$ cat src/rtl/cpu_perf_pkg.sv
// Shared types and constants for the CPU performance monitor.
// States, halt sentinel default and the trace-entry layout.
package cpu_perf_pkg;

    typedef enum logic [1:0] {
        ST_IDLE    = 2'd0,
        ST_RUN     = 2'd1,
        ST_DONE    = 2'd2,
        ST_TIMEOUT = 2'd3
    } state_e;

    localparam logic [31:0] END_SENTINEL_DEF = 32'h0000_006F;

    typedef struct packed {
        logic [31:0] addr;
        logic [31:0] data;
        logic        misalign;
    } trc_entry_t;

    function automatic logic is_misaligned(input logic [31:0] a);
        return a[1:0] != 2'b00;
    endfunction

endpackage

$ cat src/rtl/cpu_perf_if.sv
// Store-trace stream handshake between the monitor and its consumer.
// The monitor is the master (drives valid/payload, samples ready).
interface cpu_perf_if;

    logic        trc_valid;
    logic        trc_ready;
    logic [31:0] trc_addr;
    logic [31:0] trc_data;
    logic        trc_misalign;

    modport master (
        output trc_valid,
        output trc_addr,
        output trc_data,
        output trc_misalign,
        input  trc_ready
    );

    modport slave (
        input  trc_valid,
        input  trc_addr,
        input  trc_data,
        input  trc_misalign,
        output trc_ready
    );

endinterface

$ cat src/rtl/cpu_perf_fifo.sv
// First-word-fall-through FIFO with synchronous clear.
// A push while full is accepted only when a pop frees the slot that edge.
module cpu_perf_fifo #(
    parameter int unsigned WIDTH = 65,
    parameter int unsigned DEPTH = 8
) (
    input  logic             clk,
    input  logic             i_clr,
    input  logic             i_push,
    input  logic [WIDTH-1:0] i_data,
    input  logic             i_pop,
    output logic [WIDTH-1:0] o_data,
    output logic             o_full,
    output logic             o_empty
);

    localparam int unsigned AW = $clog2(DEPTH);

    logic [WIDTH-1:0] r_mem [DEPTH];
    logic [AW:0]      r_wptr;
    logic [AW:0]      r_rptr;
    logic             w_do_push;
    logic             w_do_pop;

    assign o_empty = (r_wptr == r_rptr);
    assign o_full  = (r_wptr[AW] != r_rptr[AW]) &&
                     (r_wptr[AW-1:0] == r_rptr[AW-1:0]);

    assign w_do_pop  = i_pop & ~o_empty & ~i_clr;
    assign w_do_push = i_push & (~o_full | w_do_pop) & ~i_clr;

    assign o_data = r_mem[r_rptr[AW-1:0]];

    always_ff @(posedge clk) begin
        if (i_clr) begin
            r_wptr <= '0;
            r_rptr <= '0;
        end else begin
            if (w_do_push) r_wptr <= r_wptr + (AW+1)'(1);
            if (w_do_pop)  r_rptr <= r_rptr + (AW+1)'(1);
        end
    end

    always_ff @(posedge clk) begin
        if (w_do_push) r_mem[r_wptr[AW-1:0]] <= i_data;
    end

endmodule

$ cat src/rtl/cpu_perf_monitor.sv
// Retire/store performance monitor with bounded run and store-trace FIFO.
// Define CPU_PERF_MISALIGN_EN to enable misaligned-store flagging and counting.
module cpu_perf_monitor
    import cpu_perf_pkg::*;
#(
    parameter int unsigned CNT_WIDTH    = 32,
    parameter int unsigned TRACE_DEPTH  = 8,
    parameter int unsigned MAX_CYCLES   = 20,
    parameter logic [31:0] END_SENTINEL = END_SENTINEL_DEF
) (
    input  logic                 clk,
    input  logic                 reset,
    input  logic                 start,
    input  logic                 retire_valid,
    input  logic [31:0]          retire_pc,
    input  logic [31:0]          retire_instr,
    input  logic                 mem_write,
    input  logic [31:0]          dmem_addr,
    input  logic [31:0]          store_data,
    cpu_perf_if.master           trc,
    output logic [CNT_WIDTH-1:0] cycle_count,
    output logic [CNT_WIDTH-1:0] instr_count,
    output logic [CNT_WIDTH-1:0] store_count,
    output logic [CNT_WIDTH-1:0] drop_count,
    output logic [CNT_WIDTH-1:0] misalign_count,
    output logic [31:0]          end_pc,
    output logic [1:0]           state,
    output logic                 done,
    output logic                 timeout,
    output logic                 overflow
);

    state_e               r_state;
    state_e               w_state_nxt;
    logic [CNT_WIDTH-1:0] r_cyc;
    logic [CNT_WIDTH-1:0] r_instr;
    logic [CNT_WIDTH-1:0] r_store;
    logic [CNT_WIDTH-1:0] r_drop;
    logic [31:0]          r_end_pc;
    logic                 r_ovf;

    logic       w_clr;
    logic       w_run;
    logic       w_sentinel;
    logic       w_last;
    logic       w_push;
    logic       w_pop;
    logic       w_drop;
    logic       w_full;
    logic       w_empty;
    logic       w_misalign;
    trc_entry_t w_in;
    trc_entry_t w_head;

    assign w_clr      = reset | start;
    assign w_run      = (r_state == ST_RUN);
    assign w_sentinel = w_run & retire_valid & (retire_instr == END_SENTINEL);
    assign w_last     = w_run & (r_cyc == CNT_WIDTH'(MAX_CYCLES - 1));
    assign w_push     = w_run & mem_write;
    assign w_pop      = ~w_empty & trc.trc_ready;
    assign w_drop     = w_push & w_full & ~w_pop;

    always_comb begin
        w_state_nxt = r_state;
        if (start) begin
            w_state_nxt = ST_RUN;
        end else if (w_run) begin
            // A sentinel on the final budget cycle still counts as a clean halt
            if (w_sentinel)  w_state_nxt = ST_DONE;
            else if (w_last) w_state_nxt = ST_TIMEOUT;
        end
    end

    always_ff @(posedge clk) begin
        if (reset) r_state <= ST_IDLE;
        else       r_state <= w_state_nxt;
    end

    always_ff @(posedge clk) begin
        if (w_clr) begin
            r_cyc    <= '0;
            r_instr  <= '0;
            r_store  <= '0;
            r_drop   <= '0;
            r_end_pc <= '0;
            r_ovf    <= 1'b0;
        end else if (w_run) begin
            if (~&r_cyc)
                r_cyc <= r_cyc + CNT_WIDTH'(1);
            if (retire_valid && ~&r_instr)
                r_instr <= r_instr + CNT_WIDTH'(1);
            if (w_sentinel)
                r_end_pc <= retire_pc;
            if (mem_write && ~&r_store)
                r_store <= r_store + CNT_WIDTH'(1);
            if (w_drop && ~&r_drop)
                r_drop <= r_drop + CNT_WIDTH'(1);
            if (w_drop)
                r_ovf <= 1'b1;
        end
    end

`ifdef CPU_PERF_MISALIGN_EN
    logic [CNT_WIDTH-1:0] r_mis;

    assign w_misalign = is_misaligned(dmem_addr);

    always_ff @(posedge clk) begin
        if (w_clr)
            r_mis <= '0;
        else if (w_push && w_misalign && ~&r_mis)
            r_mis <= r_mis + CNT_WIDTH'(1);
    end

    assign misalign_count = r_mis;
`else
    assign w_misalign     = 1'b0;
    assign misalign_count = '0;
`endif

    assign w_in = '{addr: dmem_addr, data: store_data, misalign: w_misalign};

    cpu_perf_fifo #(
        .WIDTH ($bits(trc_entry_t)),
        .DEPTH (TRACE_DEPTH)
    ) u_fifo (
        .clk     (clk),
        .i_clr   (w_clr),
        .i_push  (w_push),
        .i_data  (w_in),
        .i_pop   (w_pop),
        .o_data  (w_head),
        .o_full  (w_full),
        .o_empty (w_empty)
    );

    // Payload is zeroed while empty so stale slots never leak out
    assign trc.trc_valid    = ~w_empty;
    assign trc.trc_addr     = w_empty ? 32'd0 : w_head.addr;
    assign trc.trc_data     = w_empty ? 32'd0 : w_head.data;
    assign trc.trc_misalign = ~w_empty & w_head.misalign;

    assign cycle_count = r_cyc;
    assign instr_count = r_instr;
    assign store_count = r_store;
    assign drop_count  = r_drop;
    assign end_pc      = r_end_pc;
    assign state       = r_state;
    assign done        = (r_state == ST_DONE);
    assign timeout     = (r_state == ST_TIMEOUT);
    assign overflow    = r_ovf;

endmodule

$ cat src/flat_wrapper.sv
// flat-port wrapper written by rule: the top's interface ports become plain ports
module cpu_perf_monitor_flat import cpu_perf_pkg::*;
#(
    parameter int unsigned CNT_WIDTH    = 32,
    parameter int unsigned TRACE_DEPTH  = 8,
    parameter int unsigned MAX_CYCLES   = 20,
    parameter logic [31:0] END_SENTINEL = END_SENTINEL_DEF
)
  (clk, reset, start, retire_valid, retire_pc, retire_instr, mem_write, dmem_addr, store_data, cycle_count, instr_count, store_count, drop_count, misalign_count, end_pc, state, done, timeout, overflow, trc_trc_valid, trc_trc_addr, trc_trc_data, trc_trc_misalign, trc_trc_ready);
  cpu_perf_if trc_i ();
  input  logic clk;
  input  logic reset;
  input  logic start;
  input  logic retire_valid;
  input  logic [31:0] retire_pc;
  input  logic [31:0] retire_instr;
  input  logic mem_write;
  input  logic [31:0] dmem_addr;
  input  logic [31:0] store_data;
  output logic [CNT_WIDTH-1:0] cycle_count;
  output logic [CNT_WIDTH-1:0] instr_count;
  output logic [CNT_WIDTH-1:0] store_count;
  output logic [CNT_WIDTH-1:0] drop_count;
  output logic [CNT_WIDTH-1:0] misalign_count;
  output logic [31:0] end_pc;
  output logic [1:0] state;
  output logic done;
  output logic timeout;
  output logic overflow;
  output wire logic [$bits(trc_i.trc_valid)-1:0] trc_trc_valid;
  output wire logic [$bits(trc_i.trc_addr)-1:0] trc_trc_addr;
  output wire logic [$bits(trc_i.trc_data)-1:0] trc_trc_data;
  output wire logic [$bits(trc_i.trc_misalign)-1:0] trc_trc_misalign;
  input wire logic [$bits(trc_i.trc_ready)-1:0] trc_trc_ready;
  assign trc_trc_valid = trc_i.trc_valid;
  assign trc_trc_addr = trc_i.trc_addr;
  assign trc_trc_data = trc_i.trc_data;
  assign trc_trc_misalign = trc_i.trc_misalign;
  assign trc_i.trc_ready = trc_trc_ready;
  cpu_perf_monitor #(.CNT_WIDTH(CNT_WIDTH), .TRACE_DEPTH(TRACE_DEPTH), .MAX_CYCLES(MAX_CYCLES), .END_SENTINEL(END_SENTINEL)) u_core (.clk(clk), .reset(reset), .start(start), .retire_valid(retire_valid), .retire_pc(retire_pc), .retire_instr(retire_instr), .mem_write(mem_write), .dmem_addr(dmem_addr), .store_data(store_data), .trc(trc_i), .cycle_count(cycle_count), .instr_count(instr_count), .store_count(store_count), .drop_count(drop_count), .misalign_count(misalign_count), .end_pc(end_pc), .state(state), .done(done), .timeout(timeout), .overflow(overflow));
endmodule
$ cat config.mk
export PLATFORM = sky130hd
export DESIGN_NAME = cpu_perf_monitor_flat
export DESIGN_NICKNAME = d
export VERILOG_FILES = /design/src/rtl/cpu_perf_pkg.sv /design/src/rtl/cpu_perf_if.sv /design/src/rtl/cpu_perf_fifo.sv /design/src/rtl/cpu_perf_monitor.sv /design/src/flat_wrapper.sv
export SDC_FILE = /design/constraint.sdc
export NUM_CORES = 1
export LEC_CHECK = 0
export ABC_AREA = 1
export CORE_ASPECT_RATIO = 1.1
export CORE_UTILIZATION = 34
export DETAILED_ROUTE_END_ITERATION = 10
export SLEW_MARGIN = 10
export SYNTH_ARGS = -nofsm -noshare
export SYNTH_HDL_FRONTEND = slang
export SYNTH_SLANG_ARGS = --single-unit
$ cat constraint.sdc
create_clock -name clk -period 5.79 [get_ports clk]
set_input_delay 1.158 -clock clk [delete_from_list [all_inputs] [get_ports clk]]
set_output_delay 1.158 -clock clk [all_outputs]
set_load 0.01 [all_outputs]
==> results of run 1 <==
[sequential cells by signal (all words and copies together), names as in the netlist, named ones only]
| signal | flops |
|---|---|
| u_core.u_fifo.r_mem | 512 |
| u_core.cycle_count | 32 |
| u_core.drop_count | 32 |
| u_core.end_pc | 32 |
| u_core.instr_count | 32 |
| u_core.store_count | 32 |
| u_core.u_fifo.r_rptr | 4 |
| u_core.u_fifo.r_wptr | 4 |
| u_core.state | 2 |
| u_core.overflow | 1 |
[through the flow]
| stage | hold WS [ps] | instance area, um^2 |
|---|---|---|
| detailed placement | 483 | 35000 |
| finish | 494 | 37500 |
| CTS | 500 | 37500 |
| global placement | 482 | 35000 |
| global route | 512 | 37500 |
| floorplan | 503 | 30400 |
[area by class of cell]
cell class | count | share of cell area (%)
Timing Repair Buffer | 396 | 10.6
Clock inverter | 37 | 1.01
Tap cell | 1160 | 3.87
Antenna cell | 4 | 0.0267
Sequential cell | 686 | 50.3
Inverter | 128 | 1.30
Multi-Input combinational cell | 2198 | 27.3
Clock buffer | 104 | 5.64
[worst reg2reg max path, delay by kind of cell, from the launching register on]
family | cells | cell delay, ps
AND/OR/NAND/NOR | 5 | 1470
buffers and inverters | 4 | 1150
flip-flops | 1 | 500
[routing by layer]
metal	up-vias	wire (um)	GRT usage, %
li1	11400	-	-
met4	14	1610	5.09
met2	623	38700	29.1
met1	11000	36700	24.3
met3	128	5730	3.94
met5	-	103	0
[report_power, final]
group | total [uW] | internal (uW) | switching [uW]
sequential | 5290 | 5280 | 9.72
clock | 4790 | 2740 | 2050
combinational | 379 | 156 | 223
[cell usage after synthesis, types with 2 or more instances]
cell        n
nor2_4      2
xor2_1     39
buf_2      36
edfxtp_1  512
nand2_1   630
nand3_1    47
dfxtp_1   174
nand2_2     3
nand4_1    27
clkinv_1    3
nor2_2      4
nand3b_1   36
o21ai_0   230
inv_2       6
ha_1        6
o32ai_1   128
buf_6       5
a21oi_1    98
inv_1     119
nor3_1     44
nand3_4     2
o21ai_1     9
buf_4      39
clkbuf_1   99
nor2_1    820
nor3b_1     3
a21oi_2    10
buf_1       5
xnor2_1    18
nand2_4     3
[worst paths after layout]
check,start,endpoint,depth (start not counted)
max,flip-flop,trc_trc_addr[17],6
min,u_core.end_pc[8],u_core.end_pc[8],2
max reg2reg,u_core.state[0],u_core.u_fifo.r_mem[2][20],9
min reg2reg,u_core.end_pc[8],u_core.end_pc[8],2
[cells by family after synthesis]
logic type | count (synthesis)
xor+xnor | 57
other cells | 1
buf+inv | 313
compound gates | 478
simple gates | 1624
fa+ha+maj | 6
flops | 686
==> out/qor.yml, run 1 <==
synth:
  syn-instance-count: 3165
  synth_compound_area_share_pct: 9.63
  netlist.area_leader.share_pct: 50.7
  synth_top_family_by_area: "simple AND/OR/NAND/NOR gates"
  synth_top_area_cell: "edfxtp_1"
  synth_cell_types: 38
  muxShareOfSynthArea_pct: 0
  synthAdderAreaFrac_pct: 0.248
  ys.flop_type: "edfxtp_1"
  yosysWarnings: 0
  synth_edf_count: 512
  async_flop_share_pct: 0
  synth-xor-area-share_pct: 1.65
  netlist_area_um2: 30300
  yosys.area_share.simple_pct: 21.6
  ys_ff_latch: 686
  yosysSeqAreaShare_pct: 62.2
  syn_area_per_cell_um2: 9.57
  ys_top_cells_by_area: "edfxtp_1 51%, dfxtp_1 11%, nor2_1 10%"
floorplanning:
  dieWidth_um: 287
  row_count: 114
  start_util_pct: 34.4
  chipHeight_um: 315
  core_area_um2: 88000
  io_pins: 397
  dieArea_um2: 90300
placement:
  io_buffers: 363
  dp_slack_ps: 1430
  gp_congestion: 0.892
  dp.final_hpwl_mm: 50.5
  placedCellCount: 4568
global_routing:
  antenna_found_initial: 12
  grt_pass1_vias: 21800
  grt_overflow_total: 0
  grt_pass1_wl_mm: 128
  grt_max_degree: 209
  grt_usage_pct: 18.0
timing:
  totalNegativeSetupSlack_ps: 0
  tightest_slew_ps: 1150
  period_share_pct: 83.8
  fin_skew_ps: 55.4
  fmax_mhz: 206
  finalWorstSetupSlack_ps: 937
  setup_violations: 0
  drv_slew: 0
  max_slew_margin_pct: 23.4
  rsz0062_at_grt: "false"
  hold_violations: 0
  period_needed_ps: 4850
layout:
  final_util_pct: 42.6
  layout-drive-gt1-share_pct: 5.49
  fillCellCount: 8494
  area_delta_synth_final_pct: 23.8
  multiInputGateArea_um2: 10200
  final_cell_mix: "812 x nor2_1, 628 x nand2_1, 512 x edfxtp_1"
  fin_cells: 4713
  final_nets: 3626
  regArea_um2: 18900
  final_common_cell: "nor2_1"
status:
  status: "completed"
route:
  drc: 0
  ant_nets: 0
  via_per_inst: 4.91
  wl_per_cell_um: 17.6
  vias: 23200
  drt_iter0_markers: 1513
  first_pass_iters: 5
  wl_mm: 82.9
worst_setup_path:
  slowest_stage: "dfxtp_4"
  critPathKind: "flip-flop to output pin"
  worstPathArrival_ps: 3700
  slowest_delay_ps: 700
  path_common_cell: "nor2_1"
  crit_buf_inv: 2
  cp_max_fo: 208
  cp_cell_sequence: "buf_12, nor2_1, o32ai_1, o21ai_0, nor2_1, clkdlybuf4s50_1"
  crit_path_end_kind: "output pin"
  crit_required_ps: 4630
  cpLargestDelayFamily: "buffers and inverters"
  rrSetupSlack_ps: 2360
  worstSetupStartpointType: "flip-flop"
clock_network:
  cts_tree: "done"
  htreeDepth: 3
  cts.root.buffer_cell: "clkbuf_16"
  clock_latency_ps: 640
  cts.hold.buffers_added: 0
  cts_buffers: 76
  clock_path_buffers: 3
  cts_resized: 0
  cts.sinks: 686
  cts.clk_slew.worst_paths_ps: 60
  postCtsSetupBuffers: 0
worst_hold_path:
  hp-class: "flip-flop to flip-flop"
pwr:
  power_uw: 10500
  p_per_area_nw_per_um2: 279
  max-vdd-ir-drop_uv: 239
  leakage_uw: 0.0125
run:
  maxCapViolCount: 0
No activity file was read; power rests on OpenSTA's default activity.
==> run 2, diff against run 1 <==
==> constraint.sdc (replaced) <==
create_clock -name clk -period 4.6 [get_ports clk]
set_input_delay 0.92 -clock clk [delete_from_list [all_inputs] [get_ports clk]]
set_output_delay 0.92 -clock clk [all_outputs]
set_load 0.01 [all_outputs]
==> run 2 against run 1 <==
Core utilization rose by 0.38 points. Clock power grew 29%. Final area increased by 0.89%. Worst hold slack got worse by 22 ps. Total power rose by 27%. Via count grew 1.0%. First-iteration DRC count grew 9.6%. Critical path depth grew 2. Non-clock buffer count up 11. Combinational power grew 28%. Sequential share of layout area is 0.44 points lower.
==> out/qor.yml, run 2 (synthesis gave the netlist of run 1 again) <==
global_routing:
  grt_pass1_wl_mm: 129  # +0.83%
  grt_max_degree: 131  # -37%
  grt_overflow_total: 0  # unchanged
  grt_pass1_vias: 22100  # +1.3%
  antenna_found_initial: 6  # -6
  grt_usage_pct: 18.2  # +0.19 points
layout:
  area_delta_synth_final_pct: 24.9
  fin_cells: 4726  # +0.28%
  fillCellCount: 8461  # -0.39%
  final_common_cell: "nor2_1"
  layout-drive-gt1-share_pct: 5.78  # +0.28 points
  final_cell_mix: "812 x nor2_1, 628 x nand2_1, 512 x edfxtp_1"
  post-route-cell-area_um2: 37900  # +0.89%
  largest_register_ffs: 512  # unchanged
  final_nets: 3639  # +0.36%
clock_network:
  cts.clk_slew.worst_paths_ps: 60  # about the same
  cts.hold.buffers_added: 0  # unchanged
  clock_path_buffers: 3  # unchanged
  cts.sinks: 686  # unchanged
  clock_latency_ps: 630  # about the same
  htreeDepth: 3  # unchanged
  cts_tree: "done"
  cts_buffers: 78  # +2.6%
  cts.root.buffer_cell: "clkbuf_16"
worst_hold_path:
  hp-class: "flip-flop to flip-flop"
worst_setup_path:
  cp_cell_sequence: "nand2_1, nand2_1, nor2_1, nand2_2, buf_4, o21ai_0, nor2_1, clkdlybuf4s50_1"
  crit_buf_inv: 2  # unchanged
  crit_path_end_kind: "output pin"
  slowest_stage: "clkdlybuf4s50_1"
  slowest_delay_ps: 610  # -90 ps
  critPathKind: "flip-flop to output pin"
  cp_max_fo: 25  # -88%
  cpLargestDelayFamily: "simple AND/OR/NAND/NOR gates"
  crit_required_ps: 3680  # -950 ps
  worstSetupStartpointType: "flip-flop"
  worstPathArrival_ps: 3340  # -360 ps
timing:
  period_needed_ps: 4260
  finalWorstSetupSlack_ps: 338  # -599 ps
  period_share_pct: 92.6
  setup_violations: 0  # unchanged
  drv_slew: 0  # unchanged
  max_slew_margin_pct: 32.1  # +8.7 points
  hold_ws_ps: 473  # -21.5 ps
  fmax_mhz: 235
  rsz0062_at_grt: "false"
  fin_skew_ps: 18.1  # -37.2 ps
  hold_violations: 0  # unchanged
  totalNegativeSetupSlack_ps: 0  # unchanged
  tightest_slew_ps: 1020  # -131 ps
placement:
  dp.final_hpwl_mm: 52.3  # +3.6%
  place_area_um2: 35300  # +0.70%
  dp_slack_ps: 759  # -676 ps
  io_buffers: 363  # unchanged
  placedCellCount: 4578  # +0.22%
  gp_congestion: 0.872  # -2.2%
floorplanning:
  start_util_pct: 34.4  # unchanged
  io_pins: 397  # unchanged
  chipHeight_um: 315  # unchanged
  row_count: 114  # unchanged
  core_area_um2: 88000  # unchanged
  dieArea_um2: 90300  # unchanged
  dieWidth_um: 287  # unchanged
pwr:
  leakage_uw: 0.0126  # +1.1%
  p_per_area_nw_per_um2: 352  # +26%
  max-vdd-ir-drop_uv: 320  # +34%
route:
  first_pass_iters: 5  # unchanged
  wl_mm: 84.0  # +1.3%
  wl_per_cell_um: 17.8  # +1.0%
  drc: 0  # unchanged
  routedLengthMet1_mm: 36.9  # +0.46%
  top_layer_used: "met5"
  met2_length_mm: 39.9  # +3.1%
  ant_nets: 0  # unchanged
  vias: 23400  # +1.0%
  met3_length_mm: 5.49  # -4.3%
  drt_iter0_markers: 1659  # +9.6%
  via_per_inst: 4.95  # +0.75%
run:
  maxCapViolCount: 0  # unchanged
status:
  status: "completed"
-- run 2: area by class of cell --
type / count / area, um^2 / area share, %
Antenna cell: 1 / 2.50 / 0.00661
Timing Repair Buffer: 407 / 4250 / 11.2
Multi-Input combinational cell: 2198 / 10200 / 27.0
Sequential cell: 686 / 18900 / 49.8
Clock buffer: 96 / 2120 / 5.61
Inverter: 128 / 488 / 1.29
Clock inverter: 50 / 445 / 1.18
Tap cell: 1160 / 1450 / 3.83
-- run 2: repair_timing --
action                     4_1_cts  5_1_grt
setup endpoints to repair        0       13
resized for setup                0        0
buffers inserted                 0        1
-- run 2: metrics by stage --
stage               total power (uW)  utilization [%]
floorplan                       7020                -
global placement                7280             40.1
detailed placement              7280             40.1
CTS                            13500             43.0
global route                   13800             43.0
finish                         13300             43.0
-- run 2: worst register-to-register path, stage by stage, from the launching register on --
cell and delay, ps:
dfxtp_1 320, inv_1 90, nand2_1 160, inv_1 420
nand2_1 200, clkinv_1 170, nand3_1 130, inv_1 100
nand2_1 220, nor2_4 640, buf_12 260
-- run 2: where the power goes --
part | total (uW) | internal [uW] | switching [uW]
registers | 6660 | 6650 | 11.8
clock network | 6170 | 3600 | 2580
logic | 487 | 203 | 283
-- run 2: worst paths after layout --
check                                from                         end  slack, ps  cells past startpoint
setup / recovery  u_core.u_fifo.r_wptr[2]             trc_trc_data[0]        340                      8
hold / removal            u_core.overflow             u_core.overflow        470                      2
setup reg to reg          u_core.state[1]  u_core.u_fifo.r_mem[0][55]       1600                     10
hold reg to reg           u_core.overflow             u_core.overflow        470                      2
-- run 2: per-layer routing --
| layer | vias to the layer above | GRT usage (%) |
|---|---|---|
| li1 | 11400 | - |
| met1 | 11100 | 23.5 |
| met2 | 681 | 30.6 |
| met3 | 129 | 4.15 |
| met4 | 12 | 4.90 |
| met5 | - | 0 |
